===== config.mk =====
export PLATFORM = sky130hd
export DESIGN_NAME = bnn_output_layer_stream
export DESIGN_NICKNAME = d
export VERILOG_FILES = /design/src/rtl/bnn_pkg.sv /design/src/rtl/bnn_xnor_popcount.sv /design/src/rtl/bnn_output_layer_stream.sv
export SDC_FILE = /design/constraint.sdc
export NUM_CORES = 1
export LEC_CHECK = 0
export ABC_AREA = 1
export CAP_MARGIN = 5
export CORE_AREA = 2 2 199 201
export CTS_BUF_LIST = sky130_fd_sc_hd__clkbuf_4 sky130_fd_sc_hd__clkbuf_8
export DETAILED_ROUTE_END_ITERATION = 8
export DIE_AREA = 0 0 201 203
export DONT_BUFFER_PORTS = 1
export MAX_ROUTING_LAYER = met4
export RECOVER_POWER = 25
export SETUP_SLACK_MARGIN = 0.3
export SYNTH_ARGS = -nofsm -noshare
export SYNTH_HDL_FRONTEND = slang
export SYNTH_HIERARCHICAL = 1
export SYNTH_SLANG_ARGS = --single-unit
export TNS_END_PERCENT = 50

===== constraint.sdc =====
create_clock -name clock -period 11.04 [get_ports clock]
set_input_delay 1.104 -clock clock [delete_from_list [all_inputs] [get_ports clock]]
set_output_delay 1.104 -clock clock [all_outputs]
set_load 0.005 [all_outputs]

===== src/rtl/bnn_pkg.sv =====
// Shared types and elaboration-time helpers for the binarised network layers.
package bnn_pkg;

    typedef enum logic [1:0] {
        S_IDLE  = 2'd0,
        S_RUN   = 2'd1,
        S_DRAIN = 2'd2,
        S_DONE  = 2'd3
    } out_layer_state_t;

    function automatic int ceil_div(input int a, input int b);
        return (a + b - 1) / b;
    endfunction

    // Counter/index widths never collapse to zero bits, even for a single entry.
    function automatic int clog2_min1(input int v);
        return (v <= 1) ? 1 : $clog2(v);
    endfunction

endpackage


===== src/rtl/bnn_xnor_popcount.sv =====
// Combinational masked XNOR-popcount of one weight chunk against one data chunk.
module bnn_xnor_popcount #(
    parameter int CHUNK_W    = 28,
    parameter int VALID_BITS = 28,
    localparam int CNT_W     = $clog2(CHUNK_W + 1)
) (
    input  logic [CHUNK_W-1:0] data_chunk,
    input  logic [CHUNK_W-1:0] weight_chunk,
    input  logic               is_last,
    output logic [CNT_W-1:0]   count
);

    logic [CHUNK_W-1:0] match_s;

    assign match_s = ~(data_chunk ^ weight_chunk);

    // Padding positions of the final chunk never contribute to the count.
    always_comb begin
        count = {CNT_W{1'b0}};
        for (int i = 0; i < CHUNK_W; i++) begin
            count = count + CNT_W'(match_s[i] & (~is_last | (i < VALID_BITS)));
        end
    end

endmodule


===== src/rtl/bnn_output_layer_stream.sv =====
// Time-multiplexed BNN output layer: streams weights chunk by chunk,
// accumulates per-class XNOR popcounts and reports the running argmax.
module bnn_output_layer_stream
    import bnn_pkg::*;
#(
    parameter int NUM_INPUTS  = 196,
    parameter int NUM_CLASSES = 10,
    parameter int CHUNK_W     = 28,
    localparam int NUM_CHUNKS = ceil_div(NUM_INPUTS, CHUNK_W),
    localparam int SCORE_W    = $clog2(NUM_INPUTS + 1),
    localparam int IDX_W      = clog2_min1(NUM_CLASSES),
    localparam int ADDR_W     = clog2_min1(NUM_CLASSES * NUM_CHUNKS)
) (
    input  logic                  clock,
    input  logic                  reset,
    input  logic                  in_valid,
    output logic                  in_ready,
    input  logic [NUM_INPUTS-1:0] data_in,
    output logic                  weight_en,
    output logic [ADDR_W-1:0]     weight_addr,
    input  logic [CHUNK_W-1:0]    weight_data,
    output logic                  out_valid,
    input  logic                  out_ready,
    output logic [IDX_W-1:0]      answer,
    output logic [SCORE_W-1:0]    score
);

    localparam int PAD_W      = NUM_CHUNKS * CHUNK_W;
    localparam int LAST_VALID = NUM_INPUTS - (NUM_CHUNKS - 1) * CHUNK_W;
    localparam int CNT_W      = $clog2(CHUNK_W + 1);
    localparam int CHK_W      = clog2_min1(NUM_CHUNKS);
    localparam logic [CHK_W-1:0] LAST_CHK = CHK_W'(NUM_CHUNKS - 1);
    localparam logic [IDX_W-1:0] LAST_CLS = IDX_W'(NUM_CLASSES - 1);

    out_layer_state_t   state_r;
    logic [PAD_W-1:0]   data_r;
    logic [IDX_W-1:0]   cls_r;
    logic [CHK_W-1:0]   chk_r;

    logic               beat_valid_r;
    logic [IDX_W-1:0]   beat_cls_r;
    logic [CHK_W-1:0]   beat_chk_r;
    logic               beat_last_r;

    logic [SCORE_W-1:0] acc_r;
    logic [SCORE_W-1:0] best_score_r;
    logic [IDX_W-1:0]   best_idx_r;

    logic [CHUNK_W-1:0] data_chunk_s;
    logic [CNT_W-1:0]   cnt_s;
    logic [SCORE_W-1:0] acc_base_s;
    logic [SCORE_W-1:0] total_s;
    logic [SCORE_W-1:0] best_score_nxt_s;
    logic [IDX_W-1:0]   best_idx_nxt_s;

    assign data_chunk_s = data_r[int'(beat_chk_r) * CHUNK_W +: CHUNK_W];
    assign acc_base_s   = (beat_chk_r == {CHK_W{1'b0}}) ? {SCORE_W{1'b0}} : acc_r;
    assign total_s      = acc_base_s + SCORE_W'(cnt_s);

    bnn_xnor_popcount #(
        .CHUNK_W    (CHUNK_W),
        .VALID_BITS (LAST_VALID)
    ) u_popcount (
        .data_chunk   (data_chunk_s),
        .weight_chunk (weight_data),
        .is_last      (beat_last_r),
        .count        (cnt_s)
    );

    // Argmax candidate: class 0 always seeds the best, later classes must strictly beat it.
    always_comb begin
        best_score_nxt_s = best_score_r;
        best_idx_nxt_s   = best_idx_r;
        if (beat_valid_r && beat_last_r &&
            (beat_cls_r == {IDX_W{1'b0}} || total_s > best_score_r)) begin
            best_score_nxt_s = total_s;
            best_idx_nxt_s   = beat_cls_r;
        end else begin
            best_score_nxt_s = best_score_r;
            best_idx_nxt_s   = best_idx_r;
        end
    end

    // Control FSM with handshake, address issue and result registers.
    always_ff @(posedge clock) begin
        if (!reset) begin
            state_r     <= S_IDLE;
            data_r      <= {PAD_W{1'b0}};
            cls_r       <= {IDX_W{1'b0}};
            chk_r       <= {CHK_W{1'b0}};
            in_ready    <= 1'b1;
            weight_en   <= 1'b0;
            weight_addr <= {ADDR_W{1'b0}};
            out_valid   <= 1'b0;
            answer      <= {IDX_W{1'b0}};
            score       <= {SCORE_W{1'b0}};
        end else begin
            case (state_r)
                S_IDLE: begin
                    if (in_valid && in_ready) begin
                        data_r      <= PAD_W'(data_in);
                        cls_r       <= {IDX_W{1'b0}};
                        chk_r       <= {CHK_W{1'b0}};
                        in_ready    <= 1'b0;
                        weight_en   <= 1'b1;
                        weight_addr <= {ADDR_W{1'b0}};
                        state_r     <= S_RUN;
                    end
                end
                S_RUN: begin
                    if (cls_r == LAST_CLS && chk_r == LAST_CHK) begin
                        weight_en   <= 1'b0;
                        weight_addr <= {ADDR_W{1'b0}};
                        state_r     <= S_DRAIN;
                    end else begin
                        weight_addr <= weight_addr + ADDR_W'(1);
                        if (chk_r == LAST_CHK) begin
                            chk_r <= {CHK_W{1'b0}};
                            cls_r <= cls_r + IDX_W'(1);
                        end else begin
                            chk_r <= chk_r + CHK_W'(1);
                        end
                    end
                end
                S_DRAIN: begin
                    // The last beat lands this cycle, so take the freshly updated best.
                    answer    <= best_idx_nxt_s;
                    score     <= best_score_nxt_s;
                    out_valid <= 1'b1;
                    state_r   <= S_DONE;
                end
                S_DONE: begin
                    if (out_ready) begin
                        out_valid <= 1'b0;
                        in_ready  <= 1'b1;
                        state_r   <= S_IDLE;
                    end
                end
                default: begin
                    weight_en <= 1'b0;
                    out_valid <= 1'b0;
                    in_ready  <= 1'b1;
                    state_r   <= S_IDLE;
                end
            endcase
        end
    end

    // Beat tags follow the synchronous read by one cycle; accumulate and track best.
    always_ff @(posedge clock) begin
        if (!reset) begin
            beat_valid_r <= 1'b0;
            beat_cls_r   <= {IDX_W{1'b0}};
            beat_chk_r   <= {CHK_W{1'b0}};
            beat_last_r  <= 1'b0;
            acc_r        <= {SCORE_W{1'b0}};
            best_score_r <= {SCORE_W{1'b0}};
            best_idx_r   <= {IDX_W{1'b0}};
        end else begin
            beat_valid_r <= weight_en;
            beat_cls_r   <= cls_r;
            beat_chk_r   <= chk_r;
            beat_last_r  <= (chk_r == LAST_CHK);
            if (beat_valid_r) begin
                acc_r        <= total_s;
                best_score_r <= best_score_nxt_s;
                best_idx_r   <= best_idx_nxt_s;
            end
        end
    end

endmodule


==> results.cfg <==
[status]
status = finished with violations
violations = max-capacitance violations, max-slew violations

[clocking]
cts_buffers = 46
cts_resized = 0
cts_root_buffer = clkbuf_8
cts.clk_slew.worst_paths_ns = 0.06
htreeDepth = 2
cts_sinks = 256
post_cts_buffers = 0
cts_buffer_depth = 3
clkLatencyLatePin_ns = 0.61
ctsHoldBuffers = 0
cts_tree = done

[drt]
drt-initial-drc-count = 772
totalWireLength_mm = 40.4
wl_per_cell_um = 18.7
vias = 10700
viasPerCell = 4.96
drcViolationCount = 0
drt_first_pass_iters = 5
antenna_left = 0

[sta]
slew_violations = 213
relSlewSlack = -1.64
skew_ns = 0.0191
fin_crit_ns = 9.27
setup-violations-final = 0
period_share = 0.839
setup_tns_ns = 0
fmax_mhz = 108
rsz0062_at_grt = false
worst_pin_slew_ns = 3.96
hold_violations = 0

[critical_path]
required_ns = 11.33
start_kind = flop
max_stage_delay_ns = 0.68
critical-path-slowest-cell = inv_2
cpMostUsedCell = nand2_1
worstPathArrival_ns = 9.56
path_class = reg -> reg
worst-path-max-fanout = 54
endpoint_kind = flop

[global_route]
grt_max_degree = 226
grt_usage = 0.200
first_global_vias = 10200
grt_overflow = 0
antenna_found_initial = 13
grt_pass1_wl_mm = 60.4

[floorplan]
fp.dieW_um = 201
start_util = 0.318
io_pins = 250
dieArea_um2 = 40800
design.core.area_um2 = 38500
rows = 72
die_y_um = 203

[placement]
io_buffers = 0
gp_congestion = 0.911
dp_hpwl_mm = 29.1

[cells_and_area]
area_growth_pct = 10.4
num-fill-cells = 4096
drive_gt1_frac = 0.0694
final_core_util = 0.351
num-nets-final = 1871
layout_common_cells = 341 x nand2_1, 312 x a21oi_1, 253 x dfxtp_1
mostFrequentLayoutCell = nand2_1

[yosys]
yosysWarningCount = 6
seq_area_frac_synth = 0.420
synth.avg_cell_area_um2 = 7.38
synth_nets = 1933
synth_seq_cells = 256
synth_area_um2 = 12200
yosysUniqueCellTypes = 40
synth_cells = 1655

[job]
drv_cap = 3

[min_path]
holdCritPathClass = reg -> reg
## synthesized netlist by cell type
library cell	count	area, um^2
o31ai_1	2	15.0
a21oi_4	1	16.3
and3_1	1	6.26
nor2_1	50	188
a21o_1	1	7.51
nor3_1	2	10.0
nor3b_1	1	7.51
o2111a_1	1	11.3
or2_2	1	6.26
clkinv_1	1	3.75
nand2_2	4	25.0
ha_1	29	363
fa_1	21	420
buf_4	11	82.6
nand3_1	71	355
xnor2_1	20	175
a211oi_1	3	22.5
buf_2	22	110
a22oi_1	1	7.51
nand2_1	341	1280
nor2_2	1	6.26
o32ai_1	1	8.76
nor3_2	1	10.0
xor2_2	1	16.3
o21ai_4	2	32.5
a21oi_2	1	8.76
o21a_1	1	7.51
a32oi_1	28	245
inv_1	178	668
nand3_2	1	10.0
buf_1	8	30.0
inv_2	3	11.3
clkbuf_1	77	289
dfxtp_1	256	5120
xor2_1	14	123
nor2_4	2	22.5
or2_0	1	6.26
o21ai_0	179	896
nand4_1	4	25.0
a21oi_1	312	1560
## worst paths after layout
path	start	end	slack, ns	cells after the start
setup / recovery	beat_chk_r[0]	best_score_r[1]	1.77	37
hold / removal	data_r[79]	data_r[79]	0.45	2
setup reg to reg	beat_chk_r[0]	best_score_r[1]	1.77	37
hold reg to reg	data_r[79]	data_r[79]	0.45	2
## critical path, delay by kind of cell (launching register included)
| kind | cells | cell delay (ns) |
|---|---|---|
| AND/OR/NAND/NOR | 17 | 2.09 |
| XOR/XNOR | 1 | 0.29 |
| flip-flops | 1 | 0.44 |
| adder cells (fa/ha/maj) | 10 | 4.30 |
| buffers and inverters | 5 | 1.31 |
| AO/OA/AOI/OAI | 4 | 0.52 |
## sequential cells by signal, summed over array words and instances (netlist names), 2 cells and up
| signal | flops |
|---|---|
| acc_r | 8 |
| answer | 4 |
| beat_chk_r | 3 |
| beat_cls_r | 4 |
| best_idx_r | 4 |
| best_score_r | 8 |
| chk_r | 3 |
| cls_r | 4 |
| data_r | 196 |
| score | 8 |
| state_r | 2 |
| weight_addr | 7 |
## per-stage QoR
stage | area, um^2 | worst slack (ns) | std cells | hold WS [ns]
2_1_floorplan | 12200 | 3.67 | 1655 | 0.420
4_1_cts | 13500 | 1.83 | 2147 | 0.448
5_1_grt | 13500 | 0.983 | 2159 | 0.464
3_5_place_dp | 12400 | 1.89 | 2063 | 0.440
6_report | 13500 | 1.77 | 2160 | 0.445
3_3_place_gp | 12400 | 2.04 | 2063 | 0.433
## final cells by class
| type | instances | area, um^2 | area share |
|---|---|---|---|
| repair buffers | 8 | 68.8 | 0.00510 |
| inverters | 182 | 686 | 0.0508 |
| multi-input cells | 1099 | 5890 | 0.437 |
| well taps | 518 | 648 | 0.0481 |
| clock inverters | 6 | 57.6 | 0.00427 |
| diodes | 13 | 32.5 | 0.00241 |
| flip-flops and latches | 256 | 5130 | 0.381 |
| clock buffers | 78 | 967 | 0.0717 |
## metal layers
metal / global-route usage / part of all wire
met1: 0.249 / 0.44
met2: 0.299 / 0.45
met3: 0.0671 / 0.090
met4: 0.0743 / 0.028
met5: - / 0
## cells by family after synthesis
logic type	count (synthesis)	share of synthesized area
buffers and inverters	300	0.0978
adders and majority gates	50	0.0641
xor gates and xnor gates	35	0.0257
AOI/OAI and AO/OA	533	0.233
DFF	256	0.420
and+or+nand+nor	481	0.160
Power is left out: the tool's default activity adds up to more than one toggle a clock period on the data nets, which glitch-free logic cannot reach.
==> RTL edit (config.mk and constraints unchanged) <==
`CHUNK_W` is set to 28 in 2 places; all go to 42.
--- a/src/rtl/bnn_xnor_popcount.sv
+++ b/src/rtl/bnn_xnor_popcount.sv
@@ -2,3 +2,3 @@
 module bnn_xnor_popcount #(
-    parameter int CHUNK_W    = 28,
+    parameter int CHUNK_W    = 42,
     parameter int VALID_BITS = 28,
--- a/src/rtl/bnn_output_layer_stream.sv
+++ b/src/rtl/bnn_output_layer_stream.sv
@@ -7,3 +7,3 @@
     parameter int NUM_CLASSES = 10,
-    parameter int CHUNK_W     = 28,
+    parameter int CHUNK_W     = 42,
     localparam int NUM_CHUNKS = ceil_div(NUM_INPUTS, CHUNK_W),
Ports: changed (resized weight_addr and weight_data); port bits go from 250 to 263. No check against the original RTL was run, so the function may have changed too.
==> RTL edit against the unedited design <==
The run still ends with max-capacitance violations, max-slew violations left; synthesized cell count up 2.2%; routed wire length shrank 7.3%; non-clock buffer count is 1 higher; sequential cell count shrank 1; worst setup slack worse by 210 ps; via count rose by 0.35%; area after synthesis up 2.8%; design area increased by 1.8%; largest cell class unchanged; highest routed layer unchanged.
Power is not shown: default switching activity piles up to over one toggle a cycle in this logic, so the estimate is an artifact.
==> RTL edit: results (changes against the unedited design) <==
Min path
  • WHS Path Cells: 2 (unchanged)
  • Min-Delay Endpoint: beat_cls_r[2]
  • Hold_sp: cls_r[2]
  • Worst min-delay path class: flip-flop to flip-flop

CTS
  • # Post-CTS Setup Buffers: 0 (unchanged)
  • Root Driver: clkbuf_8
  • Post-CTS sizing: 0 (unchanged)
  • Clk_lat worst skew: approximately 620 ps
  • Clock slew seen by the registers of the worst setup and hold paths: 60 ps (about the same)
  • Clock buffer count from CTS: 46 (unchanged)
  • H-tree levels: 2 (unchanged)
  • Worst-case clock buffer depth: 3 (unchanged)

GRT
  • Number of global-route vias before repair: 10622 (+4.1%)
  • Initial antenna violation count: 3 (-10)
  • First-pass GRT wire length: 57.83 mm (-4.2%)
  • GRT Util Overall: 0.1858 (-0.01377)
  • Pin count of the biggest net entering global routing: 113 (-50%)

STA
  • WHS: 444.8 ps (-0.3710 ps)
  • Setup total negative slack: 0 ps (unchanged)
  • Max Transition Viols Final: 307 (+44%)
  • Final setup viols: 0 (unchanged)
  • Worst Skew: 26.97 ps (+7.906 ps)
  • Worst-margin pin slew: 3296 ps (-663.8 ps)

Run status
  • Outcome: finished, violations left
  • Failing checks: max-capacitance violations, max-slew violations

Run
  • Max cap viols: 4 (+1)

Setup path
  • Crit path largest cell delay: 670 ps
  • WP data arrival: 9990 ps (+430 ps)
  • Worst r2r dst: score[0]
  • FF-to-FF Start: beat_chk_r[1]
  • Flop2flop setup slack: 1560 ps (-210 ps)
  • Slowest-stage cell, CP: dfxtp_2
  • Depth of the worst register-to-register path: 39 (+5.4%)
  • Max FO, Critical Path: 42 (-22%)

Placed design
  • DP HPWL: 26.33 mm (-9.6%)
  • Placer Congestion: 0.8306 (-8.8%)
  • Place WS: 1539 ps (-354.2 ps)
  • Post-DP Area: 12810 sq um (+2.9%)

Synthesis
  • Synth warnings: 6 (unchanged)
  • Ys flop type: dfxtp_1
  • Xor/xnor share of the synthesized area: 0.03346 (+0.007753)
  • Mux cell area share after synthesis: 0 (unchanged)
  • Largest cells by area after synthesis: dfxtp_1 41%, a21oi_1 14%, nand2_1 9.7%
  • Commonest cells in the netlist: 356 x a21oi_1, 324 x nand2_1, 255 x dfxtp_1
  • Adder-cell area share of the yosys netlist: 0.08804 (+0.02392)
  • Synth cell types: 38 (-5.0%)
  • Register area share after synthesis: 0.4063 (-0.01321)
  • Compound-cell area share of the yosys netlist: 0.2358 (+0.003323)
  • Mapped Nets: 2001 (+3.5%)

Detailed routing
  • TritonRoute pass-1 iters: 5 (unchanged)
  • 1st-iter DRT viols: 544 (-30%)
  • Wirelength per Cell: 17.16 um (-8.2%)
  • Vias per Instance: 4.929 (-0.58%)

Finish
  • Reg with most FFs: data_r
  • Max reg flops: 196 (unchanged)
  • Final #Nets: 1944 (+3.9%)
  • Share of layout cells above drive strength 1: 0.06088 (-0.008488)
==> RTL edit: cell count changes in the layout (fill, tap and decap cells not counted), moves of 8 or more <==
cell | unedited run | this run
nand3_1 | 72 | 37
clkbuf_8 | 61 | 53
nand2_1 | 341 | 324
fa_1 | 21 | 34
a32oi_1 | 28 | 0
a31oi_1 | 0 | 28
xor2_1 | 14 | 27
diode_2 | 13 | 3
a21oi_1 | 312 | 356
nor2_1 | 50 | 60
==> RTL edit: stage by stage <==
| stage | cells | util |
|---|---|---|
| finish | 2180 | 0.3567 |
| global route | 2180 | 0.3567 |
| CTS | 2177 | 0.3570 |
| detailed placement | 2104 | 0.3330 |
| global placement | 2104 | 0.3330 |
| floorplan | 1691 | - |
==> RTL edit: kinds of logic after synthesis <==
| group | after synthesis |
|---|---|
| AOI/OAI and AO/OA | 577 |
| xor gates and xnor gates | 48 |
| adders and majority gates | 68 |
| buffers and inverters | 302 |
| DFF | 255 |
| and+or+nand+nor | 441 |
==> RTL edit: worst max-delay path by stage <==
stage	startpoint	end	slack [ps]
2_1_floorplan	beat_chk_r[1]	score[6]	3110
3_3_place_gp	beat_chk_r[1]	answer[1]	1760
3_5_place_dp	beat_chk_r[1]	answer[3]	1540
4_1_cts	beat_chk_r[1]	answer[3]	1560
5_1_grt	beat_chk_r[1]	score[5]	740
6_report	beat_chk_r[1]	score[0]	1560
==> RTL edit: layout make-up <==
type | count | area, sq um
fill | 4080 | 24750
clock buffer | 67 | 834.6
timing repair buffer | 9 | 60.06
sequential | 255 | 5110
clock inverter | 6 | 91.34
tap | 518 | 648.1
multi-input combinational | 1134 | 6260
inverter | 188 | 709.4
antenna | 3 | 7.507
==> RTL edit: worst max-delay path: cells and delay by family (launching register included) <==
family                   cells  cell delay, ps
adder cells (fa/ha/maj)     11            4890
AND/OR/NAND/NOR             18            2220
buffers and inverters        5             700
flip-flops                   1             670
AO/OA/AOI/OAI                3             530
XOR/XNOR                     2             310
==> RTL edit: per-layer routing <==
layer	GRT usage	up-vias	routed length, um	part of all wire
li1	-	5415	-	-
met1	0.2312	4963	16610	0.44
met2	0.2892	313	17090	0.46
met3	0.05891	54	3013	0.081
met4	0.05317	0	703	0.019
met5	-	-	0	0
